==> src/rtl/baccarat_engine.sv <==
// baccarat_engine: step-driven Baccarat dealer with third-card rules,
// 7-segment card display and score/winner LEDs.
module baccarat_engine (
    input  logic       CLOCK_50,
    input  logic [3:0] KEY,
    output logic [9:0] LEDR,
    output logic [6:0] HEX0,
    output logic [6:0] HEX1,
    output logic [6:0] HEX2,
    output logic [6:0] HEX3,
    output logic [6:0] HEX4,
    output logic [6:0] HEX5
);
    typedef enum logic [2:0] {
        DEAL_P1, DEAL_D1, DEAL_P2, DEAL_D2, DECIDE, DEAL_D3_CHK, DONE
    } state_t;

    state_t     r_state, w_next;
    logic       w_rst_n, w_step, w_draw, w_unused;
    logic       r_sync1, r_sync2, r_prev;
    logic [3:0] r_cnt, r_pc1, r_pc2, r_pc3, r_dc1, r_dc2, r_dc3;
    logic [3:0] w_ps, w_ds, w_p3v;
    logic [1:0] w_win;
    logic [5:0] w_ld;

    function automatic logic [3:0] card_val(input logic [3:0] c);
        return (c <= 4'd9) ? c : 4'd0;
    endfunction

    function automatic logic [3:0] score(input logic [3:0] a, input logic [3:0] b,
                                         input logic [3:0] c);
        logic [4:0] s;
        s = {1'b0, card_val(a)} + {1'b0, card_val(b)} + {1'b0, card_val(c)};
        s = (s >= 5'd20) ? s - 5'd20 : (s >= 5'd10) ? s - 5'd10 : s;
        return s[3:0];
    endfunction

    function automatic logic [6:0] seg(input logic [3:0] c);
        case (c)
            4'd1:    return 7'b0001000;
            4'd2:    return 7'b0100100;
            4'd3:    return 7'b0110000;
            4'd4:    return 7'b0011001;
            4'd5:    return 7'b0010010;
            4'd6:    return 7'b0000010;
            4'd7:    return 7'b1111000;
            4'd8:    return 7'b0000000;
            4'd9:    return 7'b0010000;
            4'd10:   return 7'b1000000;
            4'd11:   return 7'b1100001;
            4'd12:   return 7'b0011000;
            4'd13:   return 7'b0001001;
            default: return 7'b1111111;
        endcase
    endfunction

    assign w_rst_n  = KEY[3];
    assign w_unused = ^{KEY[2], KEY[0]};
    assign w_step   = r_sync2 & ~r_prev;
    assign w_ps     = score(r_pc1, r_pc2, r_pc3);
    assign w_ds     = score(r_dc1, r_dc2, r_dc3);
    assign w_p3v    = card_val(r_pc3);

    always_ff @(posedge CLOCK_50 or negedge w_rst_n) begin
        if (!w_rst_n) begin
            r_state <= DEAL_P1;
            r_cnt   <= 4'd1;
            r_sync1 <= 1'b0;
            r_sync2 <= 1'b0;
            r_prev  <= 1'b0;
            r_pc1   <= 4'd0;
            r_pc2   <= 4'd0;
            r_pc3   <= 4'd0;
            r_dc1   <= 4'd0;
            r_dc2   <= 4'd0;
            r_dc3   <= 4'd0;
        end else begin
            r_state <= w_next;
            r_cnt   <= (r_cnt == 4'd13) ? 4'd1 : r_cnt + 4'd1;
            r_sync1 <= KEY[1];
            r_sync2 <= r_sync1;
            r_prev  <= r_sync2;
            if (w_ld[0]) r_pc1 <= r_cnt;
            if (w_ld[1]) r_pc2 <= r_cnt;
            if (w_ld[2]) r_pc3 <= r_cnt;
            if (w_ld[3]) r_dc1 <= r_cnt;
            if (w_ld[4]) r_dc2 <= r_cnt;
            if (w_ld[5]) r_dc3 <= r_cnt;
        end
    end

    // Dealer third-card table, only consulted after the player has drawn.
    always_comb begin
        w_draw = (w_ds <= 4'd2)
               | ((w_ds == 4'd3) & (w_p3v != 4'd8))
               | ((w_ds == 4'd4) & (w_p3v >= 4'd2) & (w_p3v <= 4'd7))
               | ((w_ds == 4'd5) & (w_p3v >= 4'd4) & (w_p3v <= 4'd7))
               | ((w_ds == 4'd6) & ((w_p3v == 4'd6) | (w_p3v == 4'd7)));
    end

    always_comb begin
        w_next = r_state;
        w_ld   = 6'b000000;
        if (w_step) begin
            case (r_state)
                DEAL_P1: begin w_ld[0] = 1'b1; w_next = DEAL_D1; end
                DEAL_D1: begin w_ld[3] = 1'b1; w_next = DEAL_P2; end
                DEAL_P2: begin w_ld[1] = 1'b1; w_next = DEAL_D2; end
                DEAL_D2: begin w_ld[4] = 1'b1; w_next = DECIDE;  end
                DECIDE: begin
                    if (w_ps >= 4'd8 || w_ds >= 4'd8) begin
                        w_next = DONE;
                    end else if (w_ps <= 4'd5) begin
                        w_ld[2] = 1'b1;
                        w_next  = DEAL_D3_CHK;
                    end else begin
                        w_ld[5] = (w_ds <= 4'd5);
                        w_next  = DONE;
                    end
                end
                DEAL_D3_CHK: begin w_ld[5] = w_draw; w_next = DONE; end
                default: ;
            endcase
        end
    end

    assign w_win = (r_state != DONE) ? 2'b00 :
                   (w_ps > w_ds) ? 2'b01 : (w_ds > w_ps) ? 2'b10 : 2'b11;
    assign LEDR  = {w_win, w_ds, w_ps};
    assign HEX0  = seg(r_pc1);
    assign HEX1  = seg(r_pc2);
    assign HEX2  = seg(r_pc3);
    assign HEX3  = seg(r_dc1);
    assign HEX4  = seg(r_dc2);
    assign HEX5  = seg(r_dc3);
endmodule

==> config.mk <==
export PLATFORM = sky130hd
export DESIGN_NAME = baccarat_engine
export DESIGN_NICKNAME = d
export VERILOG_FILES = /design/src/rtl/baccarat_engine.sv
export SDC_FILE = /design/constraint.sdc
export NUM_CORES = 1
export LEC_CHECK = 0
export BUFFER_PORTS_ARGS = -buffer_cell sky130_fd_sc_hd__clkbuf_2
export CORE_MARGIN = 8
export CORE_UTILIZATION = 48
export CTS_CLUSTER_DIAMETER = 30
export CTS_CLUSTER_SIZE = 40
export DETAILED_ROUTE_END_ITERATION = 7
export GPL_ROUTABILITY_DRIVEN = 0
export PLACE_DENSITY = 0.7
export SYNTH_ARGS = -nofsm -noshare
export SYNTH_HDL_FRONTEND = slang
export SYNTH_SLANG_ARGS = --single-unit
==> constraint.sdc <==
create_clock -name CLOCK_50 -period 16.6 [get_ports CLOCK_50]
set_input_delay 3.32 -clock CLOCK_50 [delete_from_list [all_inputs] [get_ports CLOCK_50]]
set_output_delay 3.32 -clock CLOCK_50 [all_outputs]
set_load 0.005 [all_outputs]
---- Yosys cells after proc, flatten, opt, wreduce, memory -nomap -nowiden ----
Memories as Yosys holds them, arrays and structs flattened.
Index checks and enable logic that the tools add are counted.
storage, ports and cells
  register bits ........................... 34
  ROM bits ................................ 672
  memories ................................ 6
memory list
  memory            depth  width  read ports  clocked after Yosys merged registers in  wr ports  RTL line  source
  (name not given)  16     7      1           0                                        0         39        case (c)
  (name not given)  16     7      1           0                                        0         39
  (name not given)  16     7      1           0                                        0         39
  (name not given)  16     7      1           0                                        0         39
  (name not given)  16     7      1           0                                        0         39
  (name not given)  16     7      1           0                                        0         39
cells by class
  $add $sub $neg .......................... 9
  $lt $le $gt $ge ......................... 20
  equal/unequal tests ..................... 14
  mux-type cells .......................... 28
  bitwise operators ....................... 13
  reductions and logical operators ........ 4
operators by type and width
  kind                   count
  $mux W4                11
  $le A4 B4 Y1 const B   6
  $eq A4 B3 Y1 const B   5
  $pmux W3 S6            1
  $le A4 B3 Y1 const B   3
  $add A4 B4 Y5          2
  $add A5 B4 Y5          2
  $ge A5 B4 Y1 const B   2
  $ge A5 B5 Y1 const B   2
  $mux W1                10
  $ge A4 B4 Y1 const B   2
  $gt A4 B4 Y1           2
  $mux W2                4
  $sub A4 B3 Y4 const B  2
  $sub A4 B4 Y4 const B  2
  $and A1 B1 Y1          7
  $eq A3 B2 Y1 const B   2
  $eq A3 B3 Y1 const B   2
  $mux W6                1
  $reduce_bool A6 Y1     1
  $or A1 B1 Y1           5
  $add A4 B1 Y4 const B  1
  $eq A4 B2 Y1 const B   1
  $eq A4 B4 Y1 const B   1
  other kinds (11)       11

---- Longest topological paths before layout ----
  depth in word-level cells ............... 15
  depth in mapped cells ................... 20

---- Worst setup path after synthesis ----
No wires, ideal clock.
  path kind ............................... reg-to-output
  start ................................... register r_dc1[0]
  end ..................................... output port LEDR[8]
  arrival ................................. 4373 ps
  required time ........................... 13280 ps
  setup slack ............................. 8907 ps
  cell stages (with the launch flop) ...... 19
  buffers on the path ..................... 0
  cells stage by stage .................... dfrtp_1 -> inv_1 -> ha_1 -> nor2_1 -> o21ai_0 -> and2_1 -> fa_1 -> ha_1 -> fa_1 -> xor2_2 -> inv_1 -> ha_1 -> and3b_1 -> or4_1 -> a211oi_1 -> nor2_1 -> a211oi_1 -> o2111ai_1 -> o2bb2ai_1
between the ends
  word-level cells in the longest chain between the ends .. 11
  elaborated cells between the ends (all ways) .. 15
  classes of those cells .................. 4 x add/sub; 5 x order compare; 6 x mux
ends and longest elaborated chain
  item                                           RTL line  source
  from (decl)                                    21        logic [3:0] r_cnt, r_pc1, r_pc2, r_pc3, r_dc1, r_dc2, r_dc3;
  from (signal assigned)                         86        if (w_ld[3]) r_dc1 <= r_cnt;
  $le A4 B4 Y1                                   27        return (c <= 4'd9) ? c : 4'd0;
  $mux W4 (*)                                    27
  $add A4 B4 Y5 (*)                              33        s = {1'b0, card_val(a)} + {1'b0, card_val(b)} + {1'b0, card_val(c)};
  $add A5 B4 Y5 (*)                              33
  $sub A4 B4 Y4 or $ge A5 B4 Y1 (tied branches)  34        s = (s >= 5'd20) ? s - 5'd20 : (s >= 5'd10) ? s - 5'd10 : s;
  $mux W4                                        34
  $mux W4 (*)                                    34
  $gt A4 B4 Y1                                   128       (w_ps > w_ds) ? 2'b01 : (w_ds > w_ps) ? 2'b10 : 2'b11;
  $mux W1                                        128
  $mux W2 (*)                                    128
  $mux W2 (*)                                    127       assign w_win = (r_state != DONE) ? 2'b00 :
  to (decl)                                      6         output logic [9:0] LEDR,
Mark *: on every way between the ends. The rest lies on a longest branch, timed or not.

---- Worst setup path after layout ----
  start ................................... register r_pc3[1]
  end ..................................... output port LEDR[8]
between the ends
  word-level cells in the longest chain between the ends .. 10
  elaborated cells between the ends (all ways) .. 14
  classes of those cells .................. 3 x add/sub; 5 x order compare; 6 x mux
ends and longest elaborated chain
  item                                           RTL line  source
  from (decl)                                    21
  from (signal assigned)                         85        if (w_ld[2]) r_pc3 <= r_cnt;
  $le A4 B4 Y1                                   27
  $mux W4 (*)                                    27
  $add A5 B4 Y5 (*)                              33
  $sub A4 B4 Y4 or $ge A5 B4 Y1 (tied branches)  34
  $mux W4                                        34
  $mux W4 (*)                                    34
  $gt A4 B4 Y1                                   128
  $mux W1                                        128
  $mux W2 (*)                                    128
  $mux W2 (*)                                    127
Marks and branches as above.

==> out/qor.txt <==
Mapped Area -> 0.00377 mm^2
Hold Vio Cnt, Final -> 0
Root Buffer Master -> clkbuf_8
CP max stage delay -> 0.50 ns
post-synth top area cell -> dfrtp_1
sequential share of the synthesized area -> 22.6%
critical path arrival -> 5.55 ns
Avg Inst Size Synth -> 8.33 um^2
Async S/R FF share, synth -> 100%
Critical-path top delay cell -> dfrtp_1
Syn Nets -> 505
count of final setup violators -> 0
Initial Util -> 49.1%
Worst EP required -> 13.28 ns
Final ANT Viol Nets -> 0
detailed placement HPWL -> 6.70 mm
Crit Path Max Fanout -> 8
Initial DRT Pass Iterations -> 4
Worst-path clk slew -> 0.07 ns
Via density -> 5.60
critical path class -> reg -> out
Final Max Tran Viols -> 0
Slew HR -> 42.9%
Buffers & Inverters on Critical Path -> 3
I/O pins -> 57
post-cts hold buffer count -> 0
RSZ-0062 raised after global routing -> false
vias in the first global route -> 3078
Fillers -> 730
Peak Freq -> 113 MHz
Synth warnings -> 0
drc violations -> 0
CTS Buffer Depth -> 2
CP Capture Type -> output pin
antenna cells -> 0
Overflow after GRT -> 0
most frequent cells in the layout -> clkbuf_2 (54), nor2_1 (42), ha_1 (37)
core area -> 0.00769 mm^2
initial antenna violation count -> 0
# Max-Cap Violations -> 0
Rows -> 32
post-route insts no fill -> 594
Detailed Route WL -> 8.64 mm
vias -> 3325
number of flops mapped to enable cells by yosys -> 0
routed len/inst -> 14.5 um
P&R area growth vs syn -> 11.3%
Worst-Margin Slew -> 0.856 ns
Cell variety after synth -> 54
min-delay worst type -> reg -> reg
Mapped Cells -> 453
die area -> 0.0110 mm^2
Clock Sinks -> 34
GR Util All Layers -> 15.4%
flops & latches, synth -> 34
Startpoint Class -> flop
CTS buffer count -> 5
prevailing post-synth register cell -> dfrtp_1
period utilization -> 53.5%
die width -> 105 um
# resized after CTS -> 0
first-pass GRT wire length -> 14.8 mm
skew final -> 0.00978 ns
DR iter-0 viols -> 218
TritonCTS clock tree -> built
setup TNS -> 0 ns
Tmin final -> 8.87 ns
Final nets -> 543
ranking of synthesized cells by area -> dfrtp_1 (22%), ha_1 (12%), mux2_2 (9.3%), fa_1 (5.3%), o21ai_0 (4.8%)
critical path cell sequence -> inv_1 > ha_1 > o21bai_1 > a21oi_1 > fa_1 > ha_1 > fa_1 > xor2_1 > inv_1 > ha_1 > nor3b_1 > or4_1 > a211oi_1 > or2_0 > o21ai_0 > a211oi_1 > o2bb2ai_1 > clkbuf_2
worst skew pair latency -> 0.28 ns
Die Y -> 105 um
Most common cell on crit path -> ha_1
layout cells sized above 1 -> 19.9%
H-tree depth -> 2
Yosys top cell area share -> 21.9%
dpl cells -> 586
status -> finished, final reports clean
CP delay by family, top -> adder cells
pin count of the biggest net entering global routing -> 35
most common cell after layout, fill and taps aside -> clkbuf_2
PortBufs -> 54
post-CTS setup buffer count -> 0
[logic make-up after synthesis]
group	share of synthesized area, %
AND/OR/NAND/NOR	18.7
AO/OA/AOI/OAI	23.0
buffers and inverters	5.50
adder cells (fa/ha/maj)	17.6
multiplexers	10.3
flip-flops	22.6
XOR/XNOR	2.29
[path summary, 6_finish.rpt]
kind | depth (start not counted) | from | to | slack [ns]
worst max-delay path | 18 | r_pc3[1] | LEDR[8] | 7.73
worst min-delay path | 0 | r_sync1 | r_sync2 | 0.35
worst max register to register | 18 | r_dc1[1] | r_dc3[3] | 10.89
worst min register to register | 0 | r_sync1 | r_sync2 | 0.35
max in group asynchronous | 1 | KEY[3] | r_state[2] | 12.92
min in group asynchronous | 1 | KEY[3] | r_dc2[2] | 3.14
[registers in the layout (all words and copies together), names as in the netlist, 3 cells and up]
signal and flops:
r_pc3 4, r_cnt 4, r_pc2 4, r_dc2 4
r_dc1 4, r_state 3, r_dc3 4, r_pc1 4
[routing by layer]
metal / wire length, um / global-route usage (%)
met5: 0 / 0
met4: 69 / 2.96
met3: 204 / 1.97
met2: 3940 / 24.1
met1: 4420 / 22.3
[Yosys cell counts, types with 4 or more instances]
master / number
inv_1: 32
o21ai_0: 36
nand2_1: 29
fa_1: 10
o31ai_1: 7
o22a_1: 4
o21a_1: 5
nand3_1: 11
nor2_1: 42
a211oi_1: 22
nor2b_1: 10
nand2b_1: 13
nor3_1: 5
a21oi_1: 33
mux2i_1: 4
and2_1: 8
and3_1: 4
xor2_1: 6
ha_1: 37
o211ai_1: 6
mux2_2: 31
dfrtp_1: 33
clkbuf_1: 22
[cell type report]
| type | count | area (um^2) | area share [%] |
|---|---|---|---|
| repair buffers | 54 | 270 | 6.43 |
| flip-flops and latches | 34 | 852 | 20.3 |
| clock buffers | 7 | 86.3 | 2.06 |
| clock inverters | 1 | 30.0 | 0.715 |
| multi-input cells | 364 | 2710 | 64.6 |
| well taps | 102 | 128 | 3.04 |
| inverters | 32 | 120 | 2.86 |
[worst register-to-register path, stage by stage, from the launching register on]
cell	delay [ns]
dfrtp_1	0.48
inv_1	0.17
ha_1	0.26
nor2_1	0.14
o21ai_0	0.10
and2_1	0.22
fa_1	0.48
ha_1	0.24
fa_1	0.41
xor2_2	0.36
inv_1	0.15
ha_1	0.34
or4bb_1	0.50
o211ai_1	0.08
or4_1	0.20
nand2_1	0.16
or4_4	0.57
o32ai_4	0.37
mux2_2	0.38
[per-stage QoR]
step / setup slack, ns / util, % / cell area (um^2) / hold WS, ns
finish: 7.73 / 54.6 / 4200 / 0.353
global route: 7.31 / 54.6 / 4200 / 0.372
CTS: 7.84 / 54.6 / 4200 / 0.354
detailed placement: 8.16 / 53.1 / 4080 / 0.338
global placement: 8.28 / 53.1 / 4080 / 0.334
floorplan: 8.91 / - / 3770 / 0.331
Power is not shown: default switching activity piles up to over one toggle a cycle in this logic, so the estimate is an artifact.
